File: src/rtl/cam_array.sv
// cam_array: CAM storage with registered read, priority-arbitrated commands and
// a 2-stage search pipeline (compare, then priority-encode).
module cam_array #(
    parameter int WIDTH      = 32,
    parameter int ADDR_WIDTH = 5
) (
    input  logic                  clk_i,
    input  logic                  rst_ni,
    input  logic                  read_enable_i,
    input  logic [ADDR_WIDTH-1:0] read_index_i,
    input  logic                  write_enable_i,
    input  logic [ADDR_WIDTH-1:0] write_index_i,
    input  logic [WIDTH-1:0]      write_data_i,
    input  logic                  invalidate_enable_i,
    input  logic [ADDR_WIDTH-1:0] invalidate_index_i,
    input  logic                  search_enable_i,
    input  logic [WIDTH-1:0]      search_data_i,
    output logic                  read_valid_o,
    output logic [WIDTH-1:0]      read_data_o,
    output logic                  read_entry_valid_o,
    output logic                  search_valid_o,
    output logic                  search_hit_o,
    output logic [ADDR_WIDTH-1:0] search_index_o,
    output logic                  search_multi_o,
    output logic                  cmd_conflict_o,
    output logic [ADDR_WIDTH:0]   valid_count_o,
    output logic                  full_o
);
    localparam int DEPTH = 2**ADDR_WIDTH;
    localparam logic [ADDR_WIDTH:0] ONE = 1;

    logic [WIDTH-1:0] mem [DEPTH];
    logic [DEPTH-1:0] valid, match_next, match_vec;
    logic rd_go, wr_go, inv_go, srch_go, conflict, s1_valid, multi_hit;
    logic [ADDR_WIDTH-1:0] low_idx;

    assign rd_go   = read_enable_i;
    assign wr_go   = write_enable_i & ~read_enable_i;
    assign inv_go  = invalidate_enable_i & ~read_enable_i & ~write_enable_i;
    assign srch_go = search_enable_i & ~read_enable_i & ~write_enable_i & ~invalidate_enable_i;
    assign conflict = (read_enable_i & (write_enable_i | invalidate_enable_i | search_enable_i))
                    | (write_enable_i & (invalidate_enable_i | search_enable_i))
                    | (invalidate_enable_i & search_enable_i);
    assign full_o = valid_count_o == (ADDR_WIDTH+1)'(DEPTH);

    always_comb begin
        match_next = '0;
        for (int i = 0; i < DEPTH; i++)
            match_next[i] = valid[i] && (mem[i] == search_data_i);
    end

    // Scan downward so the lowest set bit wins.
    always_comb begin
        low_idx = '0;
        for (int i = DEPTH - 1; i >= 0; i--)
            if (match_vec[i]) low_idx = ADDR_WIDTH'(i);
    end

    assign multi_hit = |(match_vec & (match_vec - DEPTH'(1)));

    always_ff @(posedge clk_i)
        if (wr_go) mem[write_index_i] <= write_data_i;

    always_ff @(posedge clk_i or negedge rst_ni) begin
        if (!rst_ni) begin
            valid              <= '0;
            valid_count_o      <= '0;
            read_valid_o       <= 1'b0;
            read_data_o        <= '0;
            read_entry_valid_o <= 1'b0;
            cmd_conflict_o     <= 1'b0;
            s1_valid           <= 1'b0;
            match_vec          <= '0;
            search_valid_o     <= 1'b0;
            search_hit_o       <= 1'b0;
            search_index_o     <= '0;
            search_multi_o     <= 1'b0;
        end else begin
            cmd_conflict_o <= conflict;
            read_valid_o   <= rd_go;
            if (rd_go) begin
                read_entry_valid_o <= valid[read_index_i];
                read_data_o        <= valid[read_index_i] ? mem[read_index_i] : '0;
            end
            if (wr_go) begin
                valid[write_index_i] <= 1'b1;
                if (!valid[write_index_i]) valid_count_o <= valid_count_o + ONE;
            end else if (inv_go) begin
                valid[invalidate_index_i] <= 1'b0;
                if (valid[invalidate_index_i]) valid_count_o <= valid_count_o - ONE;
            end
            s1_valid <= srch_go;
            if (srch_go) match_vec <= match_next;
            search_valid_o <= s1_valid;
            if (s1_valid) begin
                search_hit_o   <= |match_vec;
                search_index_o <= low_idx;
                search_multi_o <= multi_hit;
            end
        end
    end
endmodule

File: config.mk
export PLATFORM = sky130hd
export DESIGN_NAME = cam_array
export DESIGN_NICKNAME = d
export VERILOG_FILES = /design/src/rtl/cam_array.sv
export SDC_FILE = /design/constraint.sdc
export NUM_CORES = 2
export LEC_CHECK = 0
export BUFFER_PORTS_ARGS = -buffer_cell sky130_fd_sc_hd__buf_2
export CELL_PAD_IN_SITES_DETAIL_PLACEMENT = 1
export CELL_PAD_IN_SITES_GLOBAL_PLACEMENT = 1
export CORE_ASPECT_RATIO = 1.5
export CORE_MARGIN = 1.5
export CORE_UTILIZATION = 45
export CTS_BUF_LIST = sky130_fd_sc_hd__clkbuf_2 sky130_fd_sc_hd__clkbuf_4 sky130_fd_sc_hd__clkbuf_8
export DETAILED_ROUTE_END_ITERATION = 6
export PLACE_DENSITY_LB_ADDON = 0.1
export SYNTH_ARGS = -nofsm -noshare
export SYNTH_HDL_FRONTEND = slang
export SYNTH_SLANG_ARGS = --single-unit
export TNS_END_PERCENT = 100
File: constraint.sdc
create_clock -name clk_i -period 6.5 [get_ports clk_i]
set_clock_uncertainty 0.15 [all_clocks]
set_input_delay 0 -clock clk_i [delete_from_list [all_inputs] [get_ports clk_i]]
set_output_delay 0 -clock clk_i [all_outputs]
set_load 0.03 [all_outputs]
### Yosys cells after proc, flatten, opt, wreduce, memory -nomap -nowiden

Memories as Yosys holds them, arrays and structs flattened.
Index checks and enable logic that the tools add are counted.

* register bits: 114
* bits in writable memories: 1024
* input bits: 85
* output and inout port bits: 50
* word-level logic and storage cells: 166
* memories: 1

Memories
* mem: depth 32, width 32, rd ports 33, clocked after Yosys merged registers in 0, write ports 1, RTL line 32 `logic [WIDTH-1:0] mem [DEPTH];`

* $add $sub $neg: 3
* order comparisons: 5
* equal/unequal tests: 34
* mux-type cells: 51
* bitwise operators: 21
* reduce and logical (&&, ||, !) cells: 39

Operators by type and width (number)
* $eq A32 B32 Y1: 32
* $mux W5: 32
* $mux W32: 3
* $and A32 B32 Y32: 2
* $reduce_or A32 Y1: 2
* $logic_and A1 B1 Y1: 34
* $not A32 Y32: 1
* $or A32 B32 Y32: 1
* $sub A32 B1 Y32 const B: 1
* $mux W6: 4
* $lt A5 B6 Y1 const B: 3
* $bmux W1 S5: 3
* $demux W1 S5: 2
* $ge A5 B1 Y1 const B: 2
* $and A1 B1 Y1: 9
* $mux W1: 7
* $add A6 B1 Y6 const B: 1
* $eq A6 B6 Y1 const B: 1
* $sub A6 B1 Y6 const B: 1
* $or A1 B1 Y1: 5
* $reduce_bool A2 Y1: 2
* $not A1 Y1: 3
* $reduce_and A3 Y1: 1
* $ne A2 B2 Y1 const B: 1

### Longest topological paths before layout

* word-level depth: 32
* gate-level depth with buffers: 10
* depth with buffers taken out: 10

### Least setup slack after synthesis

OpenSTA, ideal clock, no wires.

* path kind: input -> register
* start: input port write_enable_i
* end: memory mem[24][0], enable pin
* setup time: 0.423 ns
* arrival: 2.351 ns
* data required time: 5.927 ns
* setup slack: 3.576 ns
* stages: 5
* buffers on the path: 1
* cells stage by stage: nor2b_1 -> inv_1 -> or3_1 -> clkbuf_1 -> nor2_1

* word-level cells in the longest chain between the ends: 3

RTL lines
* start, declared: RTL line 11 `input logic write_enable_i,`
* $and A1 B1 Y1: RTL line 38 `assign wr_go = write_enable_i & ~read_enable_i;`
* $mux W1: RTL line 62 `if (wr_go) mem[write_index_i] <= write_data_i;`
* $mux W1 (implied by the code): RTL line 62
* end, declared: RTL line 32

No other way between the ends.

### Worst setup path in the final report

* start: input port read_enable_i
* end: register match_vec[7]

* word-level cells in the longest chain between the ends: 4

RTL lines
* start, declared: RTL line 9 `input logic read_enable_i,`
* $not A1 Y1: RTL line 40 `assign srch_go = search_enable_i & ~read_enable_i & ~write_enable_i & ~invalidate_enable_i;`
* $and A1 B1 Y1 (3 in a row): RTL line 40
* end signal, assigned: RTL line 93 `if (srch_go) match_vec <= match_next;`
* end, declared: RTL line 33 `logic [DEPTH-1:0] valid, match_next, match_vec;`

No other way between the ends.
A chain may end at the register's enable or synchronous reset.

==> results.py <==
metrics = {
    "logic_synthesis": {
        "synthMuxAreaShare": 0.1453,
        "synth_top_area_frac": 0.5476,
        "syn_area_um2": 56150,
        "syn_area_per_cell_um2": 15.82,
        "synth_fa_ha_area_frac": 0.001983,
        "yosys.area_share.simple": 0.05388,
        "synth_cell_types": 61,
        "synth_top_area_cell": "edfxtp_1",
        "synth-seq-cells": 1138,
        "syn_inst": 3550,
        "ys.flop_type": "edfxtp_1",
        "synth_top_family_by_area": "XOR/XNOR gates",
        "postSynthNetCount": 3640,
        "synth_compound_area_frac": 0.02068,
        "synth_warnings": 0,
        "synthTopCellsByArea": "edfxtp_1 55%, mux4_2 14%, xnor2_1 8.7%",
        "synth_edf_count": 1024,
        "synth_xor_xnor_area_share": 0.1591,
        "postSynth.asyncResetShare": 0.1002,
        "yosysSeqAreaShare": 0.5984,
    },
    "cts": {
        "clk_pin_slew_ns": 0.07,
        "cts_buffer_depth": 3,
        "clock_tree.root_cell": "clkbuf_8",
        "cts_tree": "done",
        "hold_buffers": 161,
        "cts_resized": 0,
        "post-cts-setup-buffers": 0,
        "cts_inserted_buffers": 183,
        "clock_sinks": 1138,
        "htreeDepth": 4,
        "insertion_delay_ns": 0.95,
    },
    "timing": {
        "finalMaxSlewViolations": 0,
        "period_needed_ns": 4.176,
        "fin_crit_sh": 0.6425,
        "worst_pin_slew_ns": 1.303,
        "final_hold_viol_count": 0,
        "holdWs_ns": 0.07057,
        "rsz0062_at_grt": "false",
        "final-setup-viol-count": 0,
        "tns_ns": 0,
        "clock.fmax_ghz": 0.2395,
        "relSlewSlack": 0.1315,
    },
    "critical_path": {
        "cp_data_arrival_time_ns": 4.90,
        "critPathMostFrequentCell": "dlygate4sd3_1",
        "path_depth": 13,
        "crit_type": "input pin to flop",
        "cp.required_ns": 7.22,
        "cpLargestDelayFamily": "buffers and inverters",
        "reg2reg_setup_slack_ns": 2.45,
        "crit_path_cell_trace": "dlygate4sd3_1 > buf_2 > dlygate4sd3_1 > buf_4 > nor2_1 > nand3b_1 > buf_12 > nor4_1 > dlygate4sd3_1 > nand4_1 > dlygate4sd3_1 > o21ai_0 > dlygate4sd3_1",
        "path_max_fanout": 57,
        "critPathBufInv": 8,
        "startpoint_type": "input pin",
        "ff2ff_path_depth": 8,
        "cpMaxStageDelayCell": "dlygate4sd3_1",
        "cpPeakStageDelay_ns": 0.64,
        "endpoint_kind": "flop",
    },
    "die": {
        "die_h_um": 435.6,
        "io_pins": 135,
        "start_util": 0.4537,
        "std_cell_rows": 158,
        "core-area_um2": 123800,
        "die_w_um": 291.4,
        "die_area_um2": 126900,
    },
    "grt": {
        "grt_pass1_wl_mm": 351.2,
        "antenna_found_initial": 41,
        "gr-total-overflow": 0,
        "grt_pass1_vias": 39383,
        "grt_util_all_layers": 0.4170,
        "grt_max_degree": 117,
    },
    "placement": {
        "hpwl_mm": 185.3,
        "numPlacedInstances": 5145,
        "io_buffers": 134,
        "gp_congestion": 1.006,
        "post_dp_cell_area_um2": 58860,
    },
    "detailed_routing": {
        "drt_iter0_markers": 5468,
        "drt_wl_total_mm": 264.3,
        "drc": 0,
        "routed_via_density": 6.684,
        "avgRoutedWirePerCell_um": 46.57,
        "route.vias.total": 37940,
        "antenna_left": 0,
        "firstDrtPassIters": 6,
    },
    "layout": {
        "instances_no_fill": 5676,
        "final_layout_size_suffix_gt1_frac": 0.2276,
        "final_cell_mix": "1,024 x edfxtp_1, 555 x xnor2_1, 465 x xor2_1",
        "nNetsFinal": 3981,
        "layout_commonest_cell": "edfxtp_1",
        "final_area_um2": 64330,
        "syn_to_final_growth_pct": 14.56,
    },
    "run_status": {
        "outcome": "complete, no violations",
    },
    "hold_path": {
        "hold_path_class": "input pin to flop",
        "min_path_cells": 5,
    },
    "power": {
        "p_per_area_nw_per_um2": 268.9,
        "ir_drop_uv": 212.3,
        "leakagePower_nw": 20.96,
    },
    "run": {
        "maxCapViolations": 0,
    },
}
==> power by group <==
part	switching, mW	internal, mW	total (mW)
clock	3.11	3.43	6.53
combinational	1.56	0.777	2.33
sequential	0.291	8.14	8.43
total	4.95	12.3	17.3
==> registers in the layout, indices dropped and copies added, names as in the netlist <==
signal / count
cmd_conflict_o: 1
match_vec: 32
mem: 1024
read_data_o: 32
read_entry_valid_o: 1
read_valid_o: 1
s1_valid: 1
search_hit_o: 1
search_index_o: 5
search_multi_o: 1
search_valid_o: 1
valid: 32
valid_count_o: 6
==> synthesized netlist by cell type, types with 2 or more instances <==
cell type	instances
a222oi_1	2
nor2b_1	7
nand2_1	50
o32ai_1	3
a22o_1	3
o31ai_1	3
o22ai_1	44
dfrtp_1	114
o21bai_1	4
a21oi_1	20
o32a_1	5
o311ai_0	3
mux2_2	2
o22a_1	19
buf_2	38
buf_6	2
nor4_1	138
or3_1	5
nand2b_1	8
or4_1	3
o21ai_0	45
xor2_1	465
nand3_1	12
a2111oi_0	3
o211ai_1	3
ha_1	4
a31oi_1	7
mux2i_1	33
inv_1	59
edfxtp_1	1024
buf_4	5
nand3b_1	4
nor2_1	77
buf_1	73
maj3_1	3
mux4_2	346
clkbuf_1	109
a22oi_1	3
xnor2_1	555
nor3_1	40
or2_2	2
nand4_1	185
a211oi_1	2
==> kinds of logic after synthesis <==
family                   after synthesis
flip-flops                          1138
XOR/XNOR                            1020
AND/OR/NAND/NOR                      538
multiplexers                         382
buffers and inverters                287
AO/OA/AOI/OAI                        176
adder cells (fa/ha/maj)                9
==> layout make-up <==
cell class	instances	area, µm²
inverters	60	225.2
well taps	1600	2002
clock buffers	274	3371
repair buffers	383	3029
flip-flops and latches	1138	33600
multi-input cells	2125	21630
clock inverters	63	379.1
diodes	33	82.58
fillers	11704	59430
==> metal layers <==
layer	GRT usage	share of wire
met1	0.4617	0.32
met2	0.6691	0.48
met4	0.4271	0.12
met5	0.0007622	0.00026
met3	0.06667	0.076
==> worst reg2reg max path: stages, from the launching register on <==
cell and delay (ns):
edfxtp_1 0.43, xnor2_1 0.72, nand4_1 0.28, dlygate4sd3_1 0.70, nor4_1 0.29, dlygate4sd3_1 0.60, nand4_1 0.11, o21ai_0 0.18
dlygate4sd3_1 0.57
==> metrics by stage <==
step,total power [mW],util,setup WS (ns)
final,17.30,0.5198,2.324
after global routing,17.60,0.5196,2.274
after CTS,17.24,0.5191,2.510
after detailed placement,10.76,0.4757,3.041
after global placement,10.72,0.4757,3.038
after floorplan,9.610,-,3.576
==> worst paths after layout <==
path	start	to
max in group asynchronous	rst_ni	valid[11]
min	invalidate_index_i[2]	valid[28]
max reg2reg	mem[28][14]	match_vec[28]
min in group asynchronous	rst_ni	valid_count_o[5]
max	read_enable_i	match_vec[7]
min reg2reg	valid_count_o[5]	valid_count_o[5]
Note: power is estimated with default switching activity, not from simulation.
